==> config.mk <==
export PLATFORM = sky130hd
export DESIGN_NAME = hourly_chime_buzzer
export DESIGN_NICKNAME = d
export VERILOG_FILES = /design/src/rtl/hourly_chime_buzzer.sv
export SDC_FILE = /design/constraint.sdc
export NUM_CORES = 1
export LEC_CHECK = 0
export CORE_MARGIN = 2
export CORE_UTILIZATION = 49
export CTS_CLUSTER_DIAMETER = 200
export DETAILED_ROUTE_END_ITERATION = 7
export PLACE_DENSITY = 0.68
export SETUP_SLACK_MARGIN = 0.5
export SLEW_MARGIN = 20
export SYNTH_ARGS = -nofsm -noshare
export SYNTH_HDL_FRONTEND = slang
export SYNTH_SLANG_ARGS = --single-unit
==> constraint.sdc <==
create_clock -name clk -period 3.8 [get_ports clk]
set_input_delay 0.76 -clock clk [delete_from_list [all_inputs] [get_ports clk]]
set_output_delay 0.76 -clock clk [all_outputs]
set_load 0.05 [all_outputs]
==> src/rtl/hourly_chime_buzzer.sv <==
// rtl/hourly_chime_buzzer.sv - turns the hourly-alarm code into one tone burst per hour count
module hourly_chime_buzzer #(
  parameter int CLK_FREQ = 50_000_000,
  parameter int TONE_HZ  = 2000,
  parameter int BEEP_MS  = 200
) (
  input  logic       clk,
  input  logic       rst,
  input  logic [5:0] alarm_en,
  input  logic       mute,
  output logic       buzzer,
  output logic       beep_active,
  output logic [5:0] beep_count
);

  // Half period of the tone and the length of one burst, both in clk cycles.
  localparam int HALF        = CLK_FREQ / (2 * TONE_HZ);
  localparam int BEEP_CYCLES = CLK_FREQ / 1000 * BEEP_MS;
  localparam int HW          = $clog2(HALF);
  localparam int BW          = $clog2(BEEP_CYCLES);

  // Counters run down to zero, so the reload value is the constant minus one.
  localparam logic [HW-1:0] HALF_LAST = HW'(HALF - 1);
  localparam logic [BW-1:0] BEEP_LAST = BW'(BEEP_CYCLES - 1);

  typedef enum logic {
    S_IDLE = 1'b0,
    S_BEEP = 1'b1
  } state_t;

  state_t        r_state;
  logic [5:0]    r_en_q;
  logic [HW-1:0] r_tone_cnt;
  logic [BW-1:0] r_burst_cnt;
  logic          r_phase;
  logic [5:0]    r_count;
  logic          r_buzzer;
  logic          r_beep_active;

  state_t        w_state_next;
  logic [HW-1:0] w_tone_next;
  logic [BW-1:0] w_burst_next;
  logic          w_phase_next;
  logic [5:0]    w_count_base;
  logic [5:0]    w_count_next;
  logic          w_change;
  logic          w_window_start;
  logic          w_trigger;

  // Edge detection on the alarm code: even nonzero values are the beep seconds.
  always_comb begin
    w_change       = (alarm_en != r_en_q);
    w_window_start = w_change && (r_en_q == 6'd0);
    w_trigger      = w_change && (alarm_en != 6'd0) && !alarm_en[0];
  end

  // Next-state, counter, phase and burst-count logic.
  always_comb begin
    w_state_next = r_state;
    w_tone_next  = r_tone_cnt;
    w_burst_next = r_burst_cnt;
    w_phase_next = r_phase;
    w_count_base = w_window_start ? 6'd0 : r_count;
    w_count_next = w_count_base;

    if (w_trigger) begin
      // A trigger starts a fresh burst whether idle or mid-burst.
      w_state_next = S_BEEP;
      w_tone_next  = HALF_LAST;
      w_burst_next = BEEP_LAST;
      w_phase_next = 1'b1;
      w_count_next = (w_count_base == 6'd63) ? 6'd63 : w_count_base + 6'd1;
    end else begin
      case (r_state)
        S_IDLE: begin
          w_phase_next = 1'b0;
        end
        S_BEEP: begin
          if (r_burst_cnt == '0) begin
            w_state_next = S_IDLE;
            w_phase_next = 1'b0;
          end else begin
            w_burst_next = r_burst_cnt - BW'(1);
            if (r_tone_cnt == '0) begin
              w_phase_next = ~r_phase;
              w_tone_next  = HALF_LAST;
            end else begin
              w_tone_next = r_tone_cnt - HW'(1);
            end
          end
        end
        default: begin
          w_state_next = S_IDLE;
          w_phase_next = 1'b0;
        end
      endcase
    end
  end

  // State register.
  always_ff @(posedge clk) begin
    if (rst) begin
      r_state <= S_IDLE;
    end else begin
      r_state <= w_state_next;
    end
  end

  // Datapath registers; en_q tracks the input even in reset so release never triggers.
  always_ff @(posedge clk) begin
    if (rst) begin
      r_en_q        <= alarm_en;
      r_tone_cnt    <= '0;
      r_burst_cnt   <= '0;
      r_phase       <= 1'b0;
      r_count       <= 6'd0;
      r_buzzer      <= 1'b0;
      r_beep_active <= 1'b0;
    end else begin
      r_en_q        <= alarm_en;
      r_tone_cnt    <= w_tone_next;
      r_burst_cnt   <= w_burst_next;
      r_phase       <= w_phase_next;
      r_count       <= w_count_next;
      r_buzzer      <= w_phase_next & ~mute;
      r_beep_active <= (w_state_next == S_BEEP);
    end
  end

  assign buzzer      = r_buzzer;
  assign beep_active = r_beep_active;
  assign beep_count  = r_count;

endmodule

==> flow_summary.html, run 1 <==
<table>
<tr><th>Metric</th><th>Value</th></tr>
<tr><th colspan="2">Place</th></tr>
<tr><td>Weighted congestion at the end of routability-driven global placement</td><td>0.820</td></tr>
<tr><td>Count of buffers inserted at the top-level ports</td><td>16</td></tr>
<tr><td>HPWL reported at the end of detailed placement</td><td>3860 microns</td></tr>
<tr><th colspan="2">Route</th></tr>
<tr><td>Max Used Layer</td><td>met4</td></tr>
<tr><td>Post-route DRC violation count</td><td>0</td></tr>
<tr><td>Final Routed Wirelength</td><td>5580 microns</td></tr>
<tr><td>Antenna violation net count after detailed routing</td><td>0</td></tr>
<tr><td>Vias per Instance</td><td>6.06</td></tr>
<tr><td>Post-route met1 wirelength</td><td>2710 microns</td></tr>
<tr><td>Via count</td><td>2393</td></tr>
<tr><td>Count of TritonRoute iterations in the first routing pass</td><td>4</td></tr>
<tr><td>Routed WL per cell</td><td>14.1 microns</td></tr>
<tr><td>Routed wire length on met3</td><td>205 microns</td></tr>
<tr><td>Number of violations reported at the end of detailed-routing iteration 0</td><td>160</td></tr>
<tr><td>Met2 wire length</td><td>2640 microns</td></tr>
<tr><th colspan="2">Setup path</th></tr>
<tr><td>Startpoint class of the critical path</td><td>primary input</td></tr>
<tr><td>Cells along the critical path</td><td>clkdlybuf4s50_1, xnor2_1, nand4_1, nor2_2, nor2_1, nor2b_1, ha_1, nand2_1, or4_1, a211oi_1</td></tr>
<tr><td>Cell with the largest stage delay on the worst path</td><td>or4_1</td></tr>
<tr><td>Crit Path Class</td><td>in -&gt; reg</td></tr>
<tr><td>Peak fanout along the critical path</td><td>7</td></tr>
<tr><td>Max incr delay on CP</td><td>0.55 ns</td></tr>
<tr><td>Data required, critical path</td><td>4.01 ns</td></tr>
<tr><td>Critical Path AT</td><td>3.14 ns</td></tr>
<tr><td>Setup crit end kind</td><td>flop</td></tr>
<tr><th colspan="2">Logic synthesis</th></tr>
<tr><td>Most frequent cell after synthesis</td><td>dfxtp_1</td></tr>
<tr><td>Portion of the post-synthesis area used by sequential elements</td><td>40.6%</td></tr>
<tr><td>Distinct cell type count after synthesis</td><td>43</td></tr>
<tr><td>Most instantiated flip-flop cell in the synthesis netlist</td><td>dfxtp_1</td></tr>
<tr><td>Synth warn</td><td>0</td></tr>
<tr><td>EDFF count, synth</td><td>0</td></tr>
<tr><td>Post-synth top area share</td><td>40.6%</td></tr>
<tr><td>Post-Synthesis Cell Area</td><td>2610 sq um</td></tr>
<tr><td>Ys async rst share</td><td>0%</td></tr>
<tr><td>Synth top cells by count</td><td>dfxtp_1 (53), a21oi_1 (26), nor2_1 (23)</td></tr>
<tr><td>Count of state elements after synthesis</td><td>53</td></tr>
<tr><td>Synth top area cells</td><td>dfxtp_1 (41%), a21oi_1 (5.0%), or3_1 (4.6%)</td></tr>
<tr><td>Area leader, netlist</td><td>dfxtp_1</td></tr>
<tr><td>Synthesized area per cell</td><td>8.45 sq um</td></tr>
<tr><td>Post-synthesis cell count</td><td>309</td></tr>
<tr><td>Synth Net Count</td><td>323</td></tr>
<tr><th colspan="2">Global routing</th></tr>
<tr><td>Wire length of the first global-routing pass</td><td>9830 microns</td></tr>
<tr><td>Largest net degree at the start of global routing</td><td>33</td></tr>
<tr><td>GRT Overall Usage</td><td>19.8%</td></tr>
<tr><td>Initial antenna violation count</td><td>0</td></tr>
<tr><td>Overflow left after global routing</td><td>0</td></tr>
<tr><td>Via count of the first global-routing pass</td><td>2150</td></tr>
<tr><th colspan="2">Pwr</th></tr>
<tr><td>Switching share of power</td><td>27.1%</td></tr>
<tr><td>Part of the total power dissipated in sequential elements</td><td>51.0%</td></tr>
<tr><td>Pwr Total</td><td>1.21 mW</td></tr>
<tr><td>Max rail drop VDD</td><td>216 uV</td></tr>
<tr><td>Internal power</td><td>0.881 mW</td></tr>
<tr><td>Combinational cell fraction of total power</td><td>16.4%</td></tr>
<tr><td>Lkg Pwr</td><td>0.989 nW</td></tr>
<tr><td>Sw Pwr</td><td>0.327 mW</td></tr>
<tr><td>Share of total power in the clock network</td><td>32.6%</td></tr>
<tr><td>Power per Cell Area</td><td>408 nW/um^2</td></tr>
<tr><th colspan="2">Floorplan</th></tr>
<tr><td>Die X-Extent</td><td>77 microns</td></tr>
<tr><td>DIE HEIGHT</td><td>77 microns</td></tr>
<tr><td>Top Ports</td><td>17</td></tr>
<tr><td>Die Footprint</td><td>5930 sq um</td></tr>
<tr><td>Core area</td><td>5140 sq um</td></tr>
<tr><td>Row count</td><td>26</td></tr>
<tr><td>Initial standard-cell utilization of the core</td><td>50.8%</td></tr>
<tr><th colspan="2">Clock network</th></tr>
<tr><td>Total clock buffers created by CTS</td><td>5</td></tr>
<tr><td>H-tree levels</td><td>2</td></tr>
<tr><td>CTS tree</td><td>built</td></tr>
<tr><td>Maximum clock path buffer count</td><td>2</td></tr>
<tr><td>Clock Sink Count</td><td>53</td></tr>
<tr><td>CTS Root Buffer Type</td><td>clkbuf_8</td></tr>
<tr><td>Clock insertion delay at the later pin of the skew report</td><td>0.30 ns</td></tr>
<tr><td>Clock-pin transition on the worst setup and hold timing paths</td><td>0.09 ns</td></tr>
<tr><td>Number of buffers inserted for hold repair after clock tree synthesis</td><td>0</td></tr>
<tr><th colspan="2">Timing</th></tr>
<tr><td>Max_slew headroom</td><td>41.9%</td></tr>
<tr><td>Total count of max-transition violations in the final report</td><td>0</td></tr>
<tr><td>RSZ-0062 raised after global routing</td><td>no</td></tr>
<tr><td>Fmax achieved</td><td>341 MHz</td></tr>
<tr><td>Final period utilization</td><td>77.1%</td></tr>
<tr><td>Final Hold Fails</td><td>0</td></tr>
<tr><td>Clock skew after layout</td><td>0.00787 ns</td></tr>
<tr><td>Transition time at the pin with the least slew margin</td><td>0.864 ns</td></tr>
<tr><td>Period minus WS final</td><td>2.93 ns</td></tr>
<tr><td>Final-report setup violation count</td><td>0</td></tr>
<tr><td>Sum of negative setup slack</td><td>0 ns</td></tr>
<tr><th colspan="2">Cells and area</th></tr>
<tr><td>Fraction of layout cells with a size suffix above 1</td><td>6.46%</td></tr>
<tr><td>Fill count</td><td>507</td></tr>
<tr><td>Ant. Diodes</td><td>0</td></tr>
<tr><td>Final net count</td><td>338</td></tr>
<tr><td>Synth-to-layout area growth</td><td>13.3%</td></tr>
<tr><th colspan="2">Status</th></tr>
<tr><td>Run status</td><td>complete, no violations</td></tr>
<tr><th colspan="2">Run</th></tr>
<tr><td>Max Cap Violations</td><td>0</td></tr>
<tr><th colspan="2">Worst hold path</th></tr>
<tr><td>Min-Delay Path Class</td><td>reg -&gt; reg</td></tr>
</table>
[final timing paths]
check / startpoint / to / slack (ns) / depth (start not counted)
min reg2reg: r_burst_cnt[13] / r_burst_cnt[13] / 0.49 / 2
max reg2reg: r_burst_cnt[3] / r_burst_cnt[18] / 1.04 / 5
max: alarm_en[1] / beep_count[0] / 0.87 / 10
min: r_burst_cnt[13] / r_burst_cnt[13] / 0.49 / 2
[layer usage]
layer  vias up  global-route usage (%)
met4         0                    5.71
met2        42                    32.5
met1      1140                    26.6
met3         2                    3.76
met5         -                       0
li1       1209                       -
[power by group through the flow]
| stage | clock network, mW | logic (mW) | registers [mW] |
|---|---|---|---|
| global placement | 0 | 0.193 | 0.628 |
| CTS | 0.405 | 0.198 | 0.616 |
| finish | 0.393 | 0.198 | 0.617 |
| detailed placement | 0 | 0.197 | 0.629 |
| floorplan | 0 | 0.136 | 0.634 |
| global route | 0.430 | 0.222 | 0.623 |
[final cells by class]
type,count,area [sq um],area share [%]
Multi-Input combinational cell,236,1470,49.7
Inverter,7,26.3,0.888
Timing Repair Buffer,21,198,6.68
Tap cell,70,87.6,2.96
Clock buffer,7,86.3,2.92
Clock inverter,1,30.0,1.01
Sequential cell,53,1060,35.9
[state kept, by name, indices dropped and copies added, names as in the netlist]
| signal | count |
|---|---|
| r_burst_cnt | 24 |
| r_tone_cnt | 14 |
| beep_count | 6 |
| r_en_q | 6 |
| beep_active | 1 |
| buzzer | 1 |
| r_phase | 1 |
[placed cells by master (no fill, tap or decap), drive strengths merged, types with 9 or more instances in the layout]
cell	count
a31oi	15
clkdlybuf4s50	16
o31ai	14
or4	11
nand3	9
o21ai	20
nor2	23
or3	19
nand2	20
a21oi	26
xnor2	11
dfxtp	53
[critical path, delay by kind of cell]
kind	cells	cell delay, ns
adder cells (fa/ha/maj)	1	0.21
AO/OA/AOI/OAI	1	0.21
buffers and inverters	1	0.51
XOR/XNOR	1	0.13
AND/OR/NAND/NOR	6	1.31
[what timing repair did]
| item | CTS | global route |
|---|---|---|
| endpoints found under the setup margin | 0 | 1 |
| endpoints found under the hold margin | 0 | 0 |
| buffers inserted | 0 | 0 |
| resized for setup | 0 | 1 |
[logic make-up (layout without fill, tap and decap cells)]
kind of cell    after synthesis  after routing  synth area share [%]
simple gates                124            124                  26.6
buf+inv                      20             36                  3.16
xor+xnor                     12             12                  4.02
fa+ha+maj                     5              5                  2.40
mux                           1              1                 0.431
compound gates               94             94                  22.7
flops                        53             53                  40.6
[per-stage QoR]
stage	area, sq um	instances	util [%]	hold WS (ns)	setup slack, ns
finish	2960	395	57.6	0.487	0.871
global route	2960	395	57.6	0.512	0.620
CTS	2960	395	57.5	0.484	0.777
detailed placement	2840	387	55.3	0.472	0.457
global placement	2840	387	55.3	0.456	0.583
floorplan	2610	309	-	0.448	1.13
Note: power is estimated with default switching activity, not from simulation.
==> inputs of run 2 (changes only) <==
- clock period: 3.8 -> 2.9 ns (I/O delays scaled with it)
==> run 2 against run 1 <==
Compared with the run above: design area grew 11%; clock power rose by 4%; critical endpoint is now r_burst_cnt[18]; highest routed layer unchanged; sequential power up 32%; count of clock-buffer cells in the layout increased by 1; die area unchanged; final cell count increased by 6.1%; largest cell class unchanged; sequential cell count is the same; worst setup slack worse by 0.44 ns; sequential share of layout area fell by 3.5 points.
==> flow_summary.html, run 2 (synthesized netlist as in run 1, its figures left out) <==
<table>
<tr><th>Metric</th><th>Value</th></tr>
<tr><th colspan="2">Status</th></tr>
<tr><td>Run status</td><td>complete, no violations</td></tr>
<tr><th colspan="2">Floorplan</th></tr>
<tr><td>Top Ports</td><td>17</td></tr>
<tr><td>Row count</td><td>26</td></tr>
<tr><td>Core area</td><td>5140 sq um</td></tr>
<tr><td>Die Footprint</td><td>5930 sq um</td></tr>
<tr><td>Die X-Extent</td><td>77 microns</td></tr>
<tr><td>Initial standard-cell utilization of the core</td><td>50.8%</td></tr>
<tr><td>DIE HEIGHT</td><td>77 microns</td></tr>
<tr><th colspan="2">Cells and area</th></tr>
<tr><td>Final net count</td><td>362</td></tr>
<tr><td>Register cell area after layout</td><td>1060 sq um</td></tr>
<tr><td>Most common cell after layout, fill and taps aside</td><td>dfxtp_1</td></tr>
<tr><td>Synth-to-layout area growth</td><td>25.9%</td></tr>
<tr><td>Ant. Diodes</td><td>0</td></tr>
<tr><td>Area of all placed cells without fillers</td><td>3290 sq um</td></tr>
<tr><td>Fraction of layout cells with a size suffix above 1</td><td>19.2%</td></tr>
<tr><td>Combined area of the multi-input logic cells</td><td>1610 sq um</td></tr>
<tr><td>Most flops, register</td><td>r_burst_cnt</td></tr>
<tr><td>Commonest cells after routing, fill and taps aside</td><td>dfxtp_1 (51), nor2_1 (22), a21oi_1 (22)</td></tr>
<tr><td>Fill count</td><td>480</td></tr>
<tr><td>Regs by FF count</td><td>r_burst_cnt (24), r_tone_cnt (14)</td></tr>
<tr><td>Largest register FFs</td><td>24</td></tr>
<tr><th colspan="2">Clock network</th></tr>
<tr><td>CTS Root Buffer Type</td><td>clkbuf_8</td></tr>
<tr><td>CTS tree</td><td>built</td></tr>
<tr><td>Clock insertion delay at the later pin of the skew report</td><td>0.31 ns</td></tr>
<tr><td>Total clock buffers created by CTS</td><td>5</td></tr>
<tr><td>Maximum clock path buffer count</td><td>2</td></tr>
<tr><td>Clock-pin transition on the worst setup and hold timing paths</td><td>0.09 ns</td></tr>
<tr><td>Number of buffers inserted for hold repair after clock tree synthesis</td><td>0</td></tr>
<tr><td>H-tree levels</td><td>2</td></tr>
<tr><td>Clock Sink Count</td><td>53</td></tr>
<tr><th colspan="2">Pwr</th></tr>
<tr><td>Combinational cell fraction of total power</td><td>21.2%</td></tr>
<tr><td>Lkg Pwr</td><td>1.16 nW</td></tr>
<tr><td>Switching share of power</td><td>30.0%</td></tr>
<tr><td>Pwr Total</td><td>1.55 mW</td></tr>
<tr><td>Max rail drop VDD</td><td>226 uV</td></tr>
<tr><td>Part of the total power dissipated in sequential elements</td><td>52.3%</td></tr>
<tr><td>Share of total power in the clock network</td><td>26.4%</td></tr>
<tr><td>Internal power</td><td>1.09 mW</td></tr>
<tr><td>Power per Cell Area</td><td>472 nW/um^2</td></tr>
<tr><td>Sw Pwr</td><td>0.466 mW</td></tr>
<tr><th colspan="2">Setup path</th></tr>
<tr><td>CP bufs+invs</td><td>0</td></tr>
<tr><td>Cell mode on critical path</td><td>or4_4</td></tr>
<tr><td>Setup crit end kind</td><td>flop</td></tr>
<tr><td>Max incr delay on CP</td><td>0.54 ns</td></tr>
<tr><td>Destination of the worst register-to-register timing path</td><td>r_burst_cnt[18]</td></tr>
<tr><td>Critical Path AT</td><td>2.72 ns</td></tr>
<tr><td>Data required, critical path</td><td>3.15 ns</td></tr>
<tr><td>R2R Setup Slk</td><td>0.43 ns</td></tr>
<tr><td>Cells along the critical path</td><td>or4_4, or4_4, or4_4, or4_1, a21oi_2</td></tr>
<tr><td>Cell with the largest stage delay on the worst path</td><td>or4_4</td></tr>
<tr><td>Peak fanout along the critical path</td><td>5</td></tr>
<tr><td>Startpoint of the lowest-slack register-to-register path</td><td>r_burst_cnt[10]</td></tr>
<tr><td>Startpoint class of the critical path</td><td>flop</td></tr>
<tr><td>Instance count on the critical path</td><td>5</td></tr>
<tr><td>Crit Path Class</td><td>reg -&gt; reg</td></tr>
<tr><td>Number of cells on the worst reg-to-reg path</td><td>5</td></tr>
<tr><td>Delay-heaviest family, CP</td><td>simple AND/OR/NAND/NOR gates</td></tr>
<tr><th colspan="2">Route</th></tr>
<tr><td>Via count</td><td>2497</td></tr>
<tr><td>Antenna violation net count after detailed routing</td><td>0</td></tr>
<tr><td>Count of TritonRoute iterations in the first routing pass</td><td>4</td></tr>
<tr><td>Post-route DRC violation count</td><td>0</td></tr>
<tr><td>Routed WL per cell</td><td>15.0 microns</td></tr>
<tr><td>Vias per Instance</td><td>5.96</td></tr>
<tr><td>Final Routed Wirelength</td><td>6290 microns</td></tr>
<tr><td>Number of violations reported at the end of detailed-routing iteration 0</td><td>105</td></tr>
<tr><th colspan="2">Timing</th></tr>
<tr><td>Fmax achieved</td><td>405 MHz</td></tr>
<tr><td>Transition time at the pin with the least slew margin</td><td>0.517 ns</td></tr>
<tr><td>Final Hold Fails</td><td>0</td></tr>
<tr><td>Worst Setup Slack, final</td><td>0.432 ns</td></tr>
<tr><td>Total count of max-transition violations in the final report</td><td>0</td></tr>
<tr><td>Period minus WS final</td><td>2.47 ns</td></tr>
<tr><td>Final period utilization</td><td>85.1%</td></tr>
<tr><td>Final-report setup violation count</td><td>0</td></tr>
<tr><td>Max_slew headroom</td><td>65.1%</td></tr>
<tr><td>RSZ-0062 raised after global routing</td><td>yes</td></tr>
<tr><td>Clock skew after layout</td><td>0.00616 ns</td></tr>
<tr><th colspan="2">Place</th></tr>
<tr><td>Count of buffers inserted at the top-level ports</td><td>16</td></tr>
<tr><td>Cell area after placement</td><td>2890 sq um</td></tr>
<tr><td>Weighted congestion at the end of routability-driven global placement</td><td>0.842</td></tr>
<tr><td>Minimum setup slack after placement</td><td>-0.0191 ns</td></tr>
<tr><td>HPWL reported at the end of detailed placement</td><td>3940 microns</td></tr>
<tr><th colspan="2">Worst hold path</th></tr>
<tr><td>Min-Delay Path Class</td><td>in -&gt; reg</td></tr>
<tr><td>Hold Crit Start</td><td>alarm_en[2]</td></tr>
<tr><td>Hold path depth</td><td>1</td></tr>
<tr><td>Worst-case hold path end point</td><td>r_en_q[2]</td></tr>
<tr><th colspan="2">Global routing</th></tr>
<tr><td>Wire length of the first global-routing pass</td><td>10400 microns</td></tr>
<tr><td>Via count of the first global-routing pass</td><td>2308</td></tr>
<tr><td>Initial antenna violation count</td><td>0</td></tr>
<tr><td>Overflow left after global routing</td><td>0</td></tr>
<tr><td>Largest net degree at the start of global routing</td><td>32</td></tr>
<tr><td>GRT Overall Usage</td><td>21.4%</td></tr>
<tr><th colspan="2">Run</th></tr>
<tr><td>Max Cap Violations</td><td>0</td></tr>
</table>
## run 2: cell count changes in the layout (fill, tap and decap cells not counted), sizes merged
cell and delta:
dlygate4sd2 +2, bufinv -1, clkdlybuf4s50 -6, clkbuf +1, buf +24, dlymetal6s2s +4
## run 2: how the worst max path moves through the flow
stage                                from  slack (ns)         endpoint
after floorplan           r_burst_cnt[10]        0.34  r_burst_cnt[22]
after global placement        alarm_en[2]        0.09    beep_count[0]
after detailed placement      alarm_en[3]       -0.02    beep_count[0]
after CTS                  r_burst_cnt[4]        0.42   r_burst_cnt[4]
after global routing      r_burst_cnt[10]        0.35  r_burst_cnt[18]
final                     r_burst_cnt[10]        0.43  r_burst_cnt[18]
## run 2: final cells by class
type / count / area share, %
clock buffer: 8 / 2.44
multi-input combinational: 236 / 48.9
inverter: 7 / 0.799
sequential: 53 / 32.3
timing repair buffer: 45 / 12.9
tap: 70 / 2.66
## run 2: layer usage
layer / up-vias / global-route usage [%] / wire, microns
met5: - / 0 / 0
met4: 0 / 8.75 / 89
met3: 8 / 4.94 / 172
met2: 40 / 34.5 / 3030
met1: 1194 / 27.7 / 2990
li1: 1255 / - / -
## run 2: worst reg2reg max path, delay by kind of cell (launching register included)
family             cells  cell delay, ns
DFF                    1            0.34
and+or+nand+nor        4            1.97
AOI/OAI and AO/OA      1            0.12
## run 2: metrics by stage
step	setup TNS, ns	cells	util, %	hold slack, ns
floorplan	0	309	-	0.448
global placement	0	393	56.1	0.457
detailed placement	-0.0191	393	56.1	0.470
CTS	0	414	60.4	0.483
global route	0	419	64.0	0.436
finish	0	419	64.0	0.452
## run 2: timing repair
action | 4_1_cts | 5_1_grt
gates cloned | 1 | 1
gates resized for setup | 14 | 43
setup buffers | 12 | 4
pin swaps | 8 | 21
endpoints found under the setup margin | 11 | 41
## run 2: power by group through the flow
stage | clock, mW | combinational (mW) | sequential (mW)
2_1_floorplan | 0 | 0.179 | 0.830
3_3_place_gp | 0 | 0.262 | 0.823
3_5_place_dp | 0 | 0.268 | 0.825
4_1_cts | 0.422 | 0.294 | 0.807
5_1_grt | 0.455 | 0.361 | 0.818
6_report | 0.410 | 0.329 | 0.812
==> inputs of run 3 (changes only) <==
- TNS_END_PERCENT: default -> 10
==> run 3 against run 2 <==
Compared with the run above: sequential cell count stayed put; combinational power is 15% lower; clock skew is essentially flat; register-to-register slack about the same; fmax increased by 0.34%; non-clock buffer count shrank 10; sequential share of layout area grew 1.8 points; worst setup slack gained 0.0083 ns; critical endpoint unchanged; largest power group unchanged.
==> flow_summary.html, run 3 (synthesized netlist as in run 1, its figures left out) <==
<table>
<tr><th>Metric</th><th>Value</th></tr>
<tr><th colspan="2">Cells and area</th></tr>
<tr><td>Final net count</td><td>352</td></tr>
<tr><td>Synth-to-layout area growth</td><td>19.3%</td></tr>
<tr><td>Area of all placed cells without fillers</td><td>3110 sq um</td></tr>
<tr><td>Ant. Diodes</td><td>0</td></tr>
<tr><td>Regs by FF count</td><td>r_burst_cnt (24), r_tone_cnt (14)</td></tr>
<tr><td>Commonest cells after routing, fill and taps aside</td><td>dfxtp_1 (52), a21oi_1 (25), nor2_1 (22)</td></tr>
<tr><td>Most flops, register</td><td>r_burst_cnt</td></tr>
<tr><td>Largest register FFs</td><td>24</td></tr>
<tr><td>Most common cell after layout, fill and taps aside</td><td>dfxtp_1</td></tr>
<tr><td>Fraction of layout cells with a size suffix above 1</td><td>13.0%</td></tr>
<tr><th colspan="2">Global routing</th></tr>
<tr><td>GRT Overall Usage</td><td>20.2%</td></tr>
<tr><td>Via count of the first global-routing pass</td><td>2209</td></tr>
<tr><td>Largest net degree at the start of global routing</td><td>32</td></tr>
<tr><td>Overflow left after global routing</td><td>0</td></tr>
<tr><td>Initial antenna violation count</td><td>0</td></tr>
<tr><td>Wire length of the first global-routing pass</td><td>9890 microns</td></tr>
<tr><th colspan="2">Status</th></tr>
<tr><td>Run status</td><td>complete, no violations</td></tr>
<tr><th colspan="2">Place</th></tr>
<tr><td>Weighted congestion at the end of routability-driven global placement</td><td>0.849</td></tr>
<tr><td>Cell area after placement</td><td>2900 sq um</td></tr>
<tr><td>Count of buffers inserted at the top-level ports</td><td>16</td></tr>
<tr><td>HPWL reported at the end of detailed placement</td><td>3890 microns</td></tr>
<tr><th colspan="2">Timing</th></tr>
<tr><td>Max_slew headroom</td><td>64.1%</td></tr>
<tr><td>Transition time at the pin with the least slew margin</td><td>0.539 ns</td></tr>
<tr><td>Clock skew after layout</td><td>0.00650 ns</td></tr>
<tr><td>RSZ-0062 raised after global routing</td><td>yes</td></tr>
<tr><td>Final-report setup violation count</td><td>0</td></tr>
<tr><td>Period minus WS final</td><td>2.46 ns</td></tr>
<tr><td>Sum of negative setup slack</td><td>0 ns</td></tr>
<tr><td>Final Hold Fails</td><td>0</td></tr>
<tr><td>Total count of max-transition violations in the final report</td><td>0</td></tr>
<tr><td>Final period utilization</td><td>84.8%</td></tr>
<tr><td>Hold slack final</td><td>0.449 ns</td></tr>
<tr><td>Fmax achieved</td><td>407 MHz</td></tr>
<tr><th colspan="2">Setup path</th></tr>
<tr><td>Cells along the critical path</td><td>or4_4, or4_4, or4_4, or4_4, a21oi_2</td></tr>
<tr><td>Crit Path Class</td><td>reg -&gt; reg</td></tr>
<tr><td>Cell mode on critical path</td><td>or4_4</td></tr>
<tr><td>Data required, critical path</td><td>3.15 ns</td></tr>
<tr><td>Max incr delay on CP</td><td>0.53 ns</td></tr>
<tr><td>Cell with the largest stage delay on the worst path</td><td>or4_4</td></tr>
<tr><td>Peak fanout along the critical path</td><td>5</td></tr>
<tr><td>Setup crit end kind</td><td>flop</td></tr>
<tr><td>Critical Path AT</td><td>2.71 ns</td></tr>
<tr><td>Startpoint class of the critical path</td><td>flop</td></tr>
<tr><th colspan="2">Clock network</th></tr>
<tr><td>Clock-pin transition on the worst setup and hold timing paths</td><td>0.09 ns</td></tr>
<tr><td>CTS Root Buffer Type</td><td>clkbuf_8</td></tr>
<tr><td>H-tree levels</td><td>2</td></tr>
<tr><td>Total clock buffers created by CTS</td><td>5</td></tr>
<tr><td>Clock Sink Count</td><td>53</td></tr>
<tr><td>CTS tree</td><td>built</td></tr>
<tr><td>Clock insertion delay at the later pin of the skew report</td><td>0.31 ns</td></tr>
<tr><td>Maximum clock path buffer count</td><td>2</td></tr>
<tr><th colspan="2">Floorplan</th></tr>
<tr><td>Initial standard-cell utilization of the core</td><td>50.8%</td></tr>
<tr><td>DIE HEIGHT</td><td>77 microns</td></tr>
<tr><td>Die Footprint</td><td>5930 sq um</td></tr>
<tr><td>Top Ports</td><td>17</td></tr>
<tr><td>Die X-Extent</td><td>77 microns</td></tr>
<tr><td>Row count</td><td>26</td></tr>
<tr><td>Core area</td><td>5140 sq um</td></tr>
<tr><th colspan="2">Route</th></tr>
<tr><td>Final Routed Wirelength</td><td>5800 microns</td></tr>
<tr><td>Routed WL per cell</td><td>14.2 microns</td></tr>
<tr><td>Vias per Instance</td><td>6.01</td></tr>
<tr><td>Via count</td><td>2459</td></tr>
<tr><td>Count of TritonRoute iterations in the first routing pass</td><td>4</td></tr>
<tr><td>Number of violations reported at the end of detailed-routing iteration 0</td><td>155</td></tr>
<tr><td>Antenna violation net count after detailed routing</td><td>0</td></tr>
<tr><td>Post-route DRC violation count</td><td>0</td></tr>
<tr><th colspan="2">Run</th></tr>
<tr><td>Max Cap Violations</td><td>0</td></tr>
<tr><th colspan="2">Worst hold path</th></tr>
<tr><td>Min-Delay Path Class</td><td>in -&gt; reg</td></tr>
<tr><th colspan="2">Pwr</th></tr>
<tr><td>Max rail drop VDD</td><td>285 uV</td></tr>
<tr><td>Power per Cell Area</td><td>517 nW/um^2</td></tr>
<tr><td>Lkg Pwr</td><td>1.11 nW</td></tr>
</table>
## run 3: worst paths after layout
check / start / end / slack (ns) / depth (start not counted)
setup / recovery: r_burst_cnt[10] / r_burst_cnt[18] / 0.44 / 5
hold / removal: alarm_en[0] / r_en_q[0] / 0.45 / 1
hold reg to reg: r_burst_cnt[14] / r_burst_cnt[14] / 0.49 / 2
setup reg to reg: r_burst_cnt[10] / r_burst_cnt[18] / 0.44 / 5
## run 3: final cells by class
cell class              instances  area (sq um)
flip-flops and latches         53          1060
inverters                       7          26.3
well taps                      70          87.6
clock inverters                 1          30.0
repair buffers                 35           318
fillers                       496          2030
clock buffers                   7          86.3
multi-input cells             236          1500
## run 3: power breakdown
part | total [mW] | switching (mW) | internal (mW)
combinational | 0.279 | 0.161 | 0.118
sequential | 0.809 | 0.0397 | 0.770
clock | 0.522 | 0.241 | 0.282
total | 1.61 | 0.441 | 1.17
## run 3: metrics by stage
step,setup WS [ns],power (mW),util (%),std cells
after floorplan,0.343,1.01,-,309
after global placement,0.0954,1.09,56.4,395
after detailed placement,0.0278,1.09,56.4,395
after CTS,0.362,1.62,59.1,405
after global routing,0.345,1.70,60.6,409
final,0.440,1.61,60.6,409
## run 3: timing repair
action	4_1_cts	5_1_grt
pin swaps	2	6
setup endpoints to repair	11	45
resized for setup	2	14
setup buffers	2	4
hold buffers	0	0
## run 3: critical path: cells and delay by family (launching register included)
kind | cells | cell delay, ns
compound gates | 1 | 0.11
flops | 1 | 0.33
simple gates | 4 | 1.95
## run 3: metal layers
metal / up-vias / track usage [%] / share of wire (%)
met1: 1136 / 25.7 / 46
li1: 1241 / - / -
met4: 0 / 6.79 / 1.2
met5: - / 0 / 0
met2: 73 / 33.9 / 48
met3: 9 / 4.59 / 4.6
